$ cat config.mk
export PLATFORM = sky130hd
export DESIGN_NAME = pipe_ctrl
export DESIGN_NICKNAME = d
export VERILOG_FILES = /design/src/rtl/pipe_ctrl.sv
export SDC_FILE = /design/constraint.sdc
export NUM_CORES = 1
export LEC_CHECK = 0
export BUFFER_PORTS_ARGS = -buffer_cell sky130_fd_sc_hd__buf_4
export CAP_MARGIN = 20
export CORE_ASPECT_RATIO = 1.2
export CORE_MARGIN = 1
export CORE_UTILIZATION = 50
export CTS_BUF_LIST = sky130_fd_sc_hd__clkbuf_8 sky130_fd_sc_hd__clkbuf_16
export DETAILED_ROUTE_END_ITERATION = 7
export PLACE_DENSITY = 0.79
export SETUP_SLACK_MARGIN = 0.1
export SLEW_MARGIN = 20
export SYNTH_ARGS = -nofsm -noshare
export SYNTH_HDL_FRONTEND = slang
export SYNTH_SLANG_ARGS = --single-unit
$ cat constraint.sdc
create_clock -name clk -period 2.72 [get_ports clk]
set_input_delay 0.408 -clock clk [delete_from_list [all_inputs] [get_ports clk]]
set_output_delay 0.408 -clock clk [all_outputs]
set_load 0.01 [all_outputs]
$ cat src/rtl/pipe_ctrl.sv
// Pipeline sequencing controller for the five-stage DLX core.
// Decides IF/ID advance/stall/flush and EX hold each cycle, drives the EX
// operand forwarding selects, and keeps stall/flush performance counters.
//
// state    | meaning
// ---------+-------------------------------------------------------------
// RUN      | normal issue; load-use stalls, branch flushes, multiply entry
// MUL_BUSY | multi-cycle op occupies EX; cnt counts remaining hold cycles
module pipe_ctrl #(
  parameter int unsigned MUL_LATENCY = 4
) (
  input  logic        clk,
  input  logic        reset_n,
  input  logic        valid_ID,
  input  logic [4:0]  Rs1_ID,
  input  logic [4:0]  Rs2_ID,
  input  logic        uses_rs1_ID,
  input  logic        uses_rs2_ID,
  input  logic [4:0]  Rs1_EX,
  input  logic [4:0]  Rs2_EX,
  input  logic [4:0]  Rd_EX,
  input  logic        d_load_enable_EX,
  input  logic        mul_EX,
  input  logic        pc_cmd_EX,
  input  logic [4:0]  Rd_MEM,
  input  logic        reg_write_MEM,
  input  logic [4:0]  Rd_WB,
  input  logic        reg_write_WB,
  input  logic        clr_cnt,
  output logic        stall_IF,
  output logic        stall_ID,
  output logic        bubble_EX,
  output logic        flush_ID,
  output logic        hold_EX,
  output logic [1:0]  fwd_s1_sel,
  output logic [1:0]  fwd_s2_sel,
  output logic [31:0] stall_cnt,
  output logic [15:0] flush_cnt
);

  typedef enum logic {RUN, MUL_BUSY} state_t;

  // The entry cycle is already one hold cycle, so the busy phase needs L-2 more.
  localparam logic [3:0] MUL_CNT_INIT = 4'(MUL_LATENCY - 2);

  state_t     state_q, state_d;
  logic [3:0] cnt_q, cnt_d;
  logic       lu;

  // Load-use hazard: ID reads a non-zero register that the EX load writes.
  always_comb begin
    lu = d_load_enable_EX && (Rd_EX != 5'd0) && valid_ID &&
         ((uses_rs1_ID && (Rs1_ID == Rd_EX)) || (uses_rs2_ID && (Rs2_ID == Rd_EX)));
  end

  // State and hold-counter registers.
  always_ff @(posedge clk or negedge reset_n) begin
    if (!reset_n) begin
      state_q <= RUN;
      cnt_q   <= 4'd0;
    end else begin
      state_q <= state_d;
      cnt_q   <= cnt_d;
    end
  end

  // Next state and control outputs; multiply beats branch beats load-use.
  always_comb begin
    state_d   = state_q;
    cnt_d     = cnt_q;
    stall_IF  = 1'b0;
    stall_ID  = 1'b0;
    bubble_EX = 1'b0;
    flush_ID  = 1'b0;
    hold_EX   = 1'b0;
    case (state_q)
      RUN: begin
        if (mul_EX) begin
          hold_EX  = 1'b1;
          stall_IF = 1'b1;
          stall_ID = 1'b1;
          cnt_d    = MUL_CNT_INIT;
          state_d  = MUL_BUSY;
        end else if (pc_cmd_EX) begin
          flush_ID  = 1'b1;
          bubble_EX = 1'b1;
        end else if (lu) begin
          stall_IF  = 1'b1;
          stall_ID  = 1'b1;
          bubble_EX = 1'b1;
        end
      end
      MUL_BUSY: begin
        // Branches and load-use are ignored here; lu is re-examined in RUN.
        if (cnt_q != 4'd0) begin
          hold_EX  = 1'b1;
          stall_IF = 1'b1;
          stall_ID = 1'b1;
          cnt_d    = cnt_q - 4'd1;
        end else begin
          state_d = RUN;
        end
      end
      default: state_d = RUN;
    endcase
  end

  // Forwarding selects: MEM result wins over WB data; r0 never forwards.
  always_comb begin
    fwd_s1_sel = 2'b00;
    fwd_s2_sel = 2'b00;
    if (reg_write_MEM && (Rd_MEM == Rs1_EX) && (Rs1_EX != 5'd0))
      fwd_s1_sel = 2'b01;
    else if (reg_write_WB && (Rd_WB == Rs1_EX) && (Rs1_EX != 5'd0))
      fwd_s1_sel = 2'b10;
    if (reg_write_MEM && (Rd_MEM == Rs2_EX) && (Rs2_EX != 5'd0))
      fwd_s2_sel = 2'b01;
    else if (reg_write_WB && (Rd_WB == Rs2_EX) && (Rs2_EX != 5'd0))
      fwd_s2_sel = 2'b10;
  end

  // Performance counters; clear overrides any increment in the same cycle.
  always_ff @(posedge clk or negedge reset_n) begin
    if (!reset_n) begin
      stall_cnt <= 32'd0;
      flush_cnt <= 16'd0;
    end else if (clr_cnt) begin
      stall_cnt <= 32'd0;
      flush_cnt <= 16'd0;
    end else begin
      if (stall_IF)
        stall_cnt <= stall_cnt + 32'd1;
      if (flush_ID && (flush_cnt != 16'hFFFF))
        flush_cnt <= flush_cnt + 16'd1;
    end
  end

endmodule

==> flow_metrics.tcl, run 1 <==
set metrics [dict create \
    crit_required_ns 2.31 \
    cpMaxStageDelayCell "dfrtp_1" \
    critPathKind "reg2out" \
    crit_path_cell_trace "inv_1 -> ha_1 -> nand3b_1 -> o22ai_1 -> inv_1 -> a21oi_2 -> inv_1 -> buf_4" \
    outcome "finished, final reports clean" \
    holdCritPathClass "in2async" \
    grt_pass1_vias 2858 \
    nets 517 \
    synth_nets 420 \
    peakVddDrop_v 0.000284 \
    design_area_um2 4170 \
    fin_crit_sh_pct 89.9 \
    first_iter_violations 155 \
    fill_cells 544 \
    yosysWarnings 0 \
    numCtsBuffers 5 \
    ys_async_sr_fraction_pct 100 \
    clock.fmax_mhz 409 \
    die_h_um 90.2 \
    preCtsSetupSlack_ns 0.325 \
    multi_input_area_um2 1800 \
    wire_per_inst_um 14.2 \
    io_buffers 102 \
    ys_ff_latch 53 \
    arrival_ns 2.04 \
    placed_cell_area_um2 4080 \
    syn_area_per_cell_um2 8.73 \
    clk_latency_ns 0.31 \
    slew_violations 0 \
    syn_to_final_growth_pct 28.7 \
    grt_pass1_wl_um 12600 \
    num_io_pins 103 \
    dr.pass1.iters 4 \
    coreArea_um2 6130 \
    cap_violations 0 \
    postRouteAntennaNets 0 \
    rows 31 \
    power_frac_seq_pct 44.6 \
    clk_pin_slew_worst_paths_ns 0.10 \
    wirelength_um 7820 \
    hold_viol 0 \
    cts_hold_buf 0 \
    comb_power_share_pct 32.4 \
    min_period_ns 2.45 \
    ctsRootBufferMaster "clkbuf_8" \
    synth-seq-area-share_pct 40.9 \
    gr-usage-all-layers_pct 23.5 \
    syn_area_um2 3240 \
    antenna_found_initial 0 \
    synth_edf_count 0 \
    tritoncts "done" \
    slew_headroom_pct 54.5 \
    fin_ws_ns 0.273 \
    p_sw_uw 701 \
    htreeDepth 2 \
    viasPerCell 5.85 \
    power_density_nw_per_um2 486 \
    crit_family "buffers and inverters" \
    cts_setup_buffers 0 \
    p_int_mw 1.33 \
    place_hpwl_um 5670 \
    cts_buffer_depth 2 \
    crit_path_end_kind "output pin" \
    dieArea_um2 6810 \
    synthFlopType "dfrtp_1" \
    power_switching_share_pct 34.6 \
    p_total_mw 2.03 \
    critPathMaxStageDelay_ns 0.42 \
    setup_viol 0 \
    finalSetupTns_ns 0 \
    drc 0 \
    dp.cells 543 \
    grt_max_degree 55 \
    crit_fanout 4 \
    place_congestion 0.789 \
    crit_path_frequent_cell "inv_1" \
    cts_sinks 53 \
    seq_area_um2 1330 \
    worst_pin_slew_ns 0.677 \
    cp-start-kind "register" \
    fin_cells 551 \
    overflow 0 \
    p_leak_nw 1.76 \
    initial_core_util_pct 52.9 \
    final_layout_size_suffix_gt1_share_pct 26.4 \
    final_util_pct 68.1 \
    die_w_um 75.5 \
    fin_skew_ns 0.0125 \
    diodes 0 \
    synthDistinctLibCells 43 \
    reg2regPathDepth 6 \
    rsz0062_at_grt "false" \
    power_frac_clock_pct 23.1 \
    synthCells 371 \
    vias 3225 \
    cp.depth 8 \
    holdWs_ns 0.123 \
    path_buf_inv 4 \
    cts_resized 0 \
]
path summary, 6_finish.rpt:
kind / to / start / slack (ns)
setup / recovery: stall_IF / cnt_q[0] / 0.27
hold / removal: stall_cnt[27] / reset_n / 0.12
setup reg to reg: stall_cnt[31] / stall_cnt[17] / 0.34
hold reg to reg: cnt_q[0] / cnt_q[0] / 0.54
max in group asynchronous: flush_cnt[4] / reset_n / 2.14
min in group clk: cnt_q[2] / mul_EX / 0.51
logic make-up after synthesis:
kind of cell             Yosys count  share of synthesized area [%]
AO/OA/AOI/OAI                     82                           14.1
adder cells (fa/ha/maj)            3                           1.16
flip-flops                        53                           40.9
AND/OR/NAND/NOR                  162                           28.0
buffers and inverters             26                           3.63
XOR/XNOR                          44                           11.9
multiplexers                       1                          0.309
power groups by stage:
stage | sequential, mW | clock (mW) | combinational [mW]
finish | 0.904 | 0.468 | 0.656
global route | 0.913 | 0.513 | 0.731
CTS | 0.902 | 0.490 | 0.660
detailed placement | 0.917 | 0 | 0.659
global placement | 0.915 | 0 | 0.637
floorplan | 0.902 | 0 | 0.416
layout by cell type, fill, tap and decap left out, types with 2 or more instances in the layout:
cell / n
buf_4: 106
dfrtp_1: 53
a21oi_1: 33
xnor2_1: 32
o21ai_0: 30
or3_1: 28
nor2_1: 25
nand4_1: 23
nand2_1: 21
nand3_1: 21
xor2_1: 12
inv_1: 9
o31ai_1: 8
or4_1: 7
nor3_1: 7
and3_1: 7
clkbuf_8: 6
nor4_1: 5
or4_2: 4
and2_1: 3
and4_1: 3
ha_1: 3
o211ai_1: 2
o22ai_1: 2
a31oi_1: 2
final cells by class:
| cell class | instances | area share (%) |
|---|---|---|
| well taps | 82 | 2.46 |
| flip-flops and latches | 53 | 31.8 |
| clock buffers | 6 | 1.98 |
| repair buffers | 107 | 19.6 |
| multi-input cells | 292 | 43.1 |
| inverters | 9 | 0.810 |
| clock inverters | 2 | 0.330 |
per-layer routing:
metal,up-vias,GRT usage [%],wire (µm)
li1,1555,-,-
met1,1562,29.4,3280
met2,98,40.0,4060
met3,10,4.82,381
met4,0,6.79,89
met5,-,0,0
synth_stat cells, types with 2 or more instances:
| cell | number | area, µm² |
|---|---|---|
| o211ai_1 | 2 | 15.0 |
| buf_2 | 2 | 10.0 |
| xor2_1 | 12 | 105 |
| clkbuf_1 | 11 | 41.3 |
| and4_1 | 3 | 26.3 |
| nand4_1 | 23 | 144 |
| a31oi_1 | 2 | 12.5 |
| or4_2 | 4 | 35.0 |
| a21oi_1 | 33 | 165 |
| nor2_1 | 25 | 93.8 |
| nor4_1 | 5 | 31.3 |
| and2_1 | 3 | 18.8 |
| nand2_1 | 21 | 78.8 |
| xnor2_1 | 32 | 280 |
| or3_1 | 28 | 175 |
| dfrtp_1 | 53 | 1330 |
| nor3_1 | 7 | 35.0 |
| nand3_1 | 21 | 105 |
| inv_1 | 9 | 33.8 |
| and3_1 | 7 | 43.8 |
| o21ai_0 | 30 | 150 |
| o31ai_1 | 8 | 60.1 |
| or4_1 | 7 | 52.6 |
| o22ai_1 | 2 | 12.5 |
| ha_1 | 3 | 37.5 |
state kept, by name (all words and copies together), names as in the netlist:
signal	flops
stall_cnt	32
state_q	1
flush_cnt	16
cnt_q	4
(Power assumes the default switching activity.)
==> run 2: changes to the inputs <==
--- a/config.mk
+++ b/config.mk
@@ -10,9 +10,10 @@
 export CORE_ASPECT_RATIO = 1.2
 export CORE_MARGIN = 1
 export CORE_UTILIZATION = 50
-export CTS_BUF_LIST = sky130_fd_sc_hd__clkbuf_8 sky130_fd_sc_hd__clkbuf_16
+export CTS_CLUSTER_SIZE = 10
 export DETAILED_ROUTE_END_ITERATION = 7
 export PLACE_DENSITY = 0.79
+export REMOVE_ABC_BUFFERS = 1
 export SETUP_SLACK_MARGIN = 0.1
 export SLEW_MARGIN = 20
 export SYNTH_ARGS = -nofsm -noshare
==> run 2 against run 1 <==
Effect of this change:
- critical path depth is 2 lower
- clock power increased by 14%
- clock skew is 0.0011 ns lower
- largest power group unchanged
- cell count grew 0.18%
- first-iteration DRC count is 8.4% higher
- count of clock-buffer cells in the layout unchanged
- hold slack about the same
- die area is the same
- sequential power grew 0.6%
- total power is 4.8% higher
- fmax up 3.4%
- via count is 2.3% lower
==> flow_metrics.tcl, run 2 (synthesized netlist as in run 1, its figures left out) <==
set metrics [dict create \
    rsz0062_at_grt "false" \
    diodes 0 \
    crit_family "simple AND/OR/NAND/NOR gates" \
    outcome "finished, final reports clean" \
    viasPerCell 5.71 \
    grt_max_degree 54 \
    dr.pass1.iters 4 \
    clk_pin_slew_worst_paths_ns 0.10 \
    largestRegisters "stall_cnt: 32 flops, flush_cnt: 16 flops, cnt_q: 4 flops" \
    io_buffers 102 \
    p_sw_uw 711 \
    path_buf_inv 0 \
    cts_buffer_depth 2 \
    antenna_found_initial 0 \
    slew_headroom_pct 55.3 \
    cp-start-kind "register" \
    crit_required_ns 2.95 \
    grt_pass1_vias 2975 \
    numCtsBuffers 5 \
    power_frac_clock_pct 25.0 \
    setup_viol 0 \
    crit_path_cell_trace "nand3_1 -> or3_1 -> or3_1 -> or3_1 -> or3_1 -> a21oi_1" \
    initial_core_util_pct 52.9 \
    wirelength_um 7970 \
    preCtsSetupSlack_ns 0.368 \
    fin_skew_ns 0.0114 \
    final_util_pct 68.5 \
    p_int_mw 1.41 \
    crit_path_end_kind "register" \
    power_density_nw_per_um2 506 \
    cap_violations 0 \
    place_congestion 0.853 \
    clock.fmax_mhz 422 \
    grt_busiest_layer "met2" \
    drc 0 \
    hold_viol 0 \
    peakVddDrop_v 0.000318 \
    vias 3150 \
    tritoncts "done" \
    overflow 0 \
    comb_power_share_pct 32.2 \
    power_frac_seq_pct 42.7 \
    gr-usage-all-layers_pct 24.7 \
    final_common_cell "buf_4" \
    global_route.usage.met1_pct 30.1 \
    nets 518 \
    min_period_ns 2.37 \
    crit_fanout 10 \
    die_h_um 90.2 \
    critPathKind "reg2reg" \
    coreArea_um2 6130 \
    largest_reg_flops 32 \
    critPathMaxStageDelay_ns 0.48 \
    rows 31 \
    slew_violations 0 \
    postRouteAntennaNets 0 \
    htreeDepth 2 \
    power_switching_share_pct 33.4 \
    fill_cells 551 \
    final_layout_size_suffix_gt1_share_pct 26.6 \
    holdCritPathClass "in2async" \
    first_iter_violations 168 \
    num_io_pins 103 \
    die_w_um 75.5 \
    place_hpwl_um 6050 \
    cts_sinks 53 \
    ctsRootBufferMaster "clkbuf_8" \
    p_leak_nw 1.77 \
    dieArea_um2 6810 \
    top_register "stall_cnt" \
    arrival_ns 2.60 \
    wire_per_inst_um 14.4 \
    layout.cells.most_common_list "buf_4 (107), dfrtp_1 (53), a21oi_1 (33), xnor2_1 (32), o21ai_0 (30)" \
    clk_latency_ns 0.31 \
    grt_pass1_wl_um 13300 \
    fin_ws_ns 0.353 \
    crit_path_frequent_cell "or3_1" \
    cpMaxStageDelayCell "or3_1" \
    fin_crit_sh_pct 87.0 \
    worst_pin_slew_ns 0.671 \
    syn_to_final_growth_pct 29.6 \
    grtUsageMet3_pct 4.04 \
    met2_usage_pct 44.0 \
]
==> run 2: per-layer routing <==
metal / part of all wire (%) / wire length, µm
met4: 1.3 / 102
met3: 4.2 / 334
met1: 41 / 3250
met2: 54 / 4280
met5: 0 / 0
==> run 2: final cells by class <==
| type | count | area, µm² | share of cell area [%] |
|---|---|---|---|
| Timing Repair Buffer | 108 | 823 | 19.6 |
| Sequential cell | 53 | 1330 | 31.6 |
| Clock inverter | 2 | 38.8 | 0.923 |
| Multi-Input combinational cell | 292 | 1800 | 42.9 |
| Tap cell | 82 | 103 | 2.44 |
| Clock buffer | 6 | 72.6 | 1.73 |
| Inverter | 9 | 33.8 | 0.804 |
==> run 2: power by group through the flow <==
stage	Sequential (mW)	Clock [mW]	Combinational, mW
5_1_grt	0.920	0.572	0.753
4_1_cts	0.906	0.548	0.682
6_report	0.909	0.532	0.685
3_3_place_gp	0.918	0	0.657
3_5_place_dp	0.920	0	0.678
2_1_floorplan	0.913	0	0.346
==> run 2: repair_timing <==
item                       in CTS  in global routing
buffers inserted                0                  0
gates resized for setup         0                  1
setup endpoints to repair       0                  2
hold buffers                    0                  0
==> run 2: path summary, 6_finish.rpt <==
| kind | start | endpoint | slack, ns | cells after the start |
|---|---|---|---|---|
| worst min-delay path | reset_n | stall_cnt[8] | 0.12 | 1 |
| worst min register to register | cnt_q[0] | cnt_q[0] | 0.52 | 1 |
| max in group asynchronous | reset_n | cnt_q[0] | 2.13 | 1 |
| worst max register to register | stall_cnt[17] | stall_cnt[31] | 0.35 | 6 |
| min in group clk | mul_EX | state_q | 0.47 | 3 |
| worst max-delay path | stall_cnt[17] | stall_cnt[31] | 0.35 | 6 |
==> run 2: stage by stage <==
stage	TNS, ns	total power [mW]	instance area [µm²]	std cells	hold WS, ns
after detailed placement	0	1.60	4080	544	0.491
after global placement	0	1.57	4080	544	0.486
after global routing	0	2.25	4200	552	0.179
final	0	2.13	4200	552	0.124
after floorplan	-0.471	1.26	3160	354	0.112
after CTS	0	2.14	4190	552	0.150
==> run 2: worst reg2reg max path, cell delays in order (launching register included) <==
cell,delay (ns)
dfrtp_1,0.46
nand3_1,0.12
or3_1,0.37
or3_1,0.48
or3_1,0.42
or3_1,0.31
a21oi_1,0.14
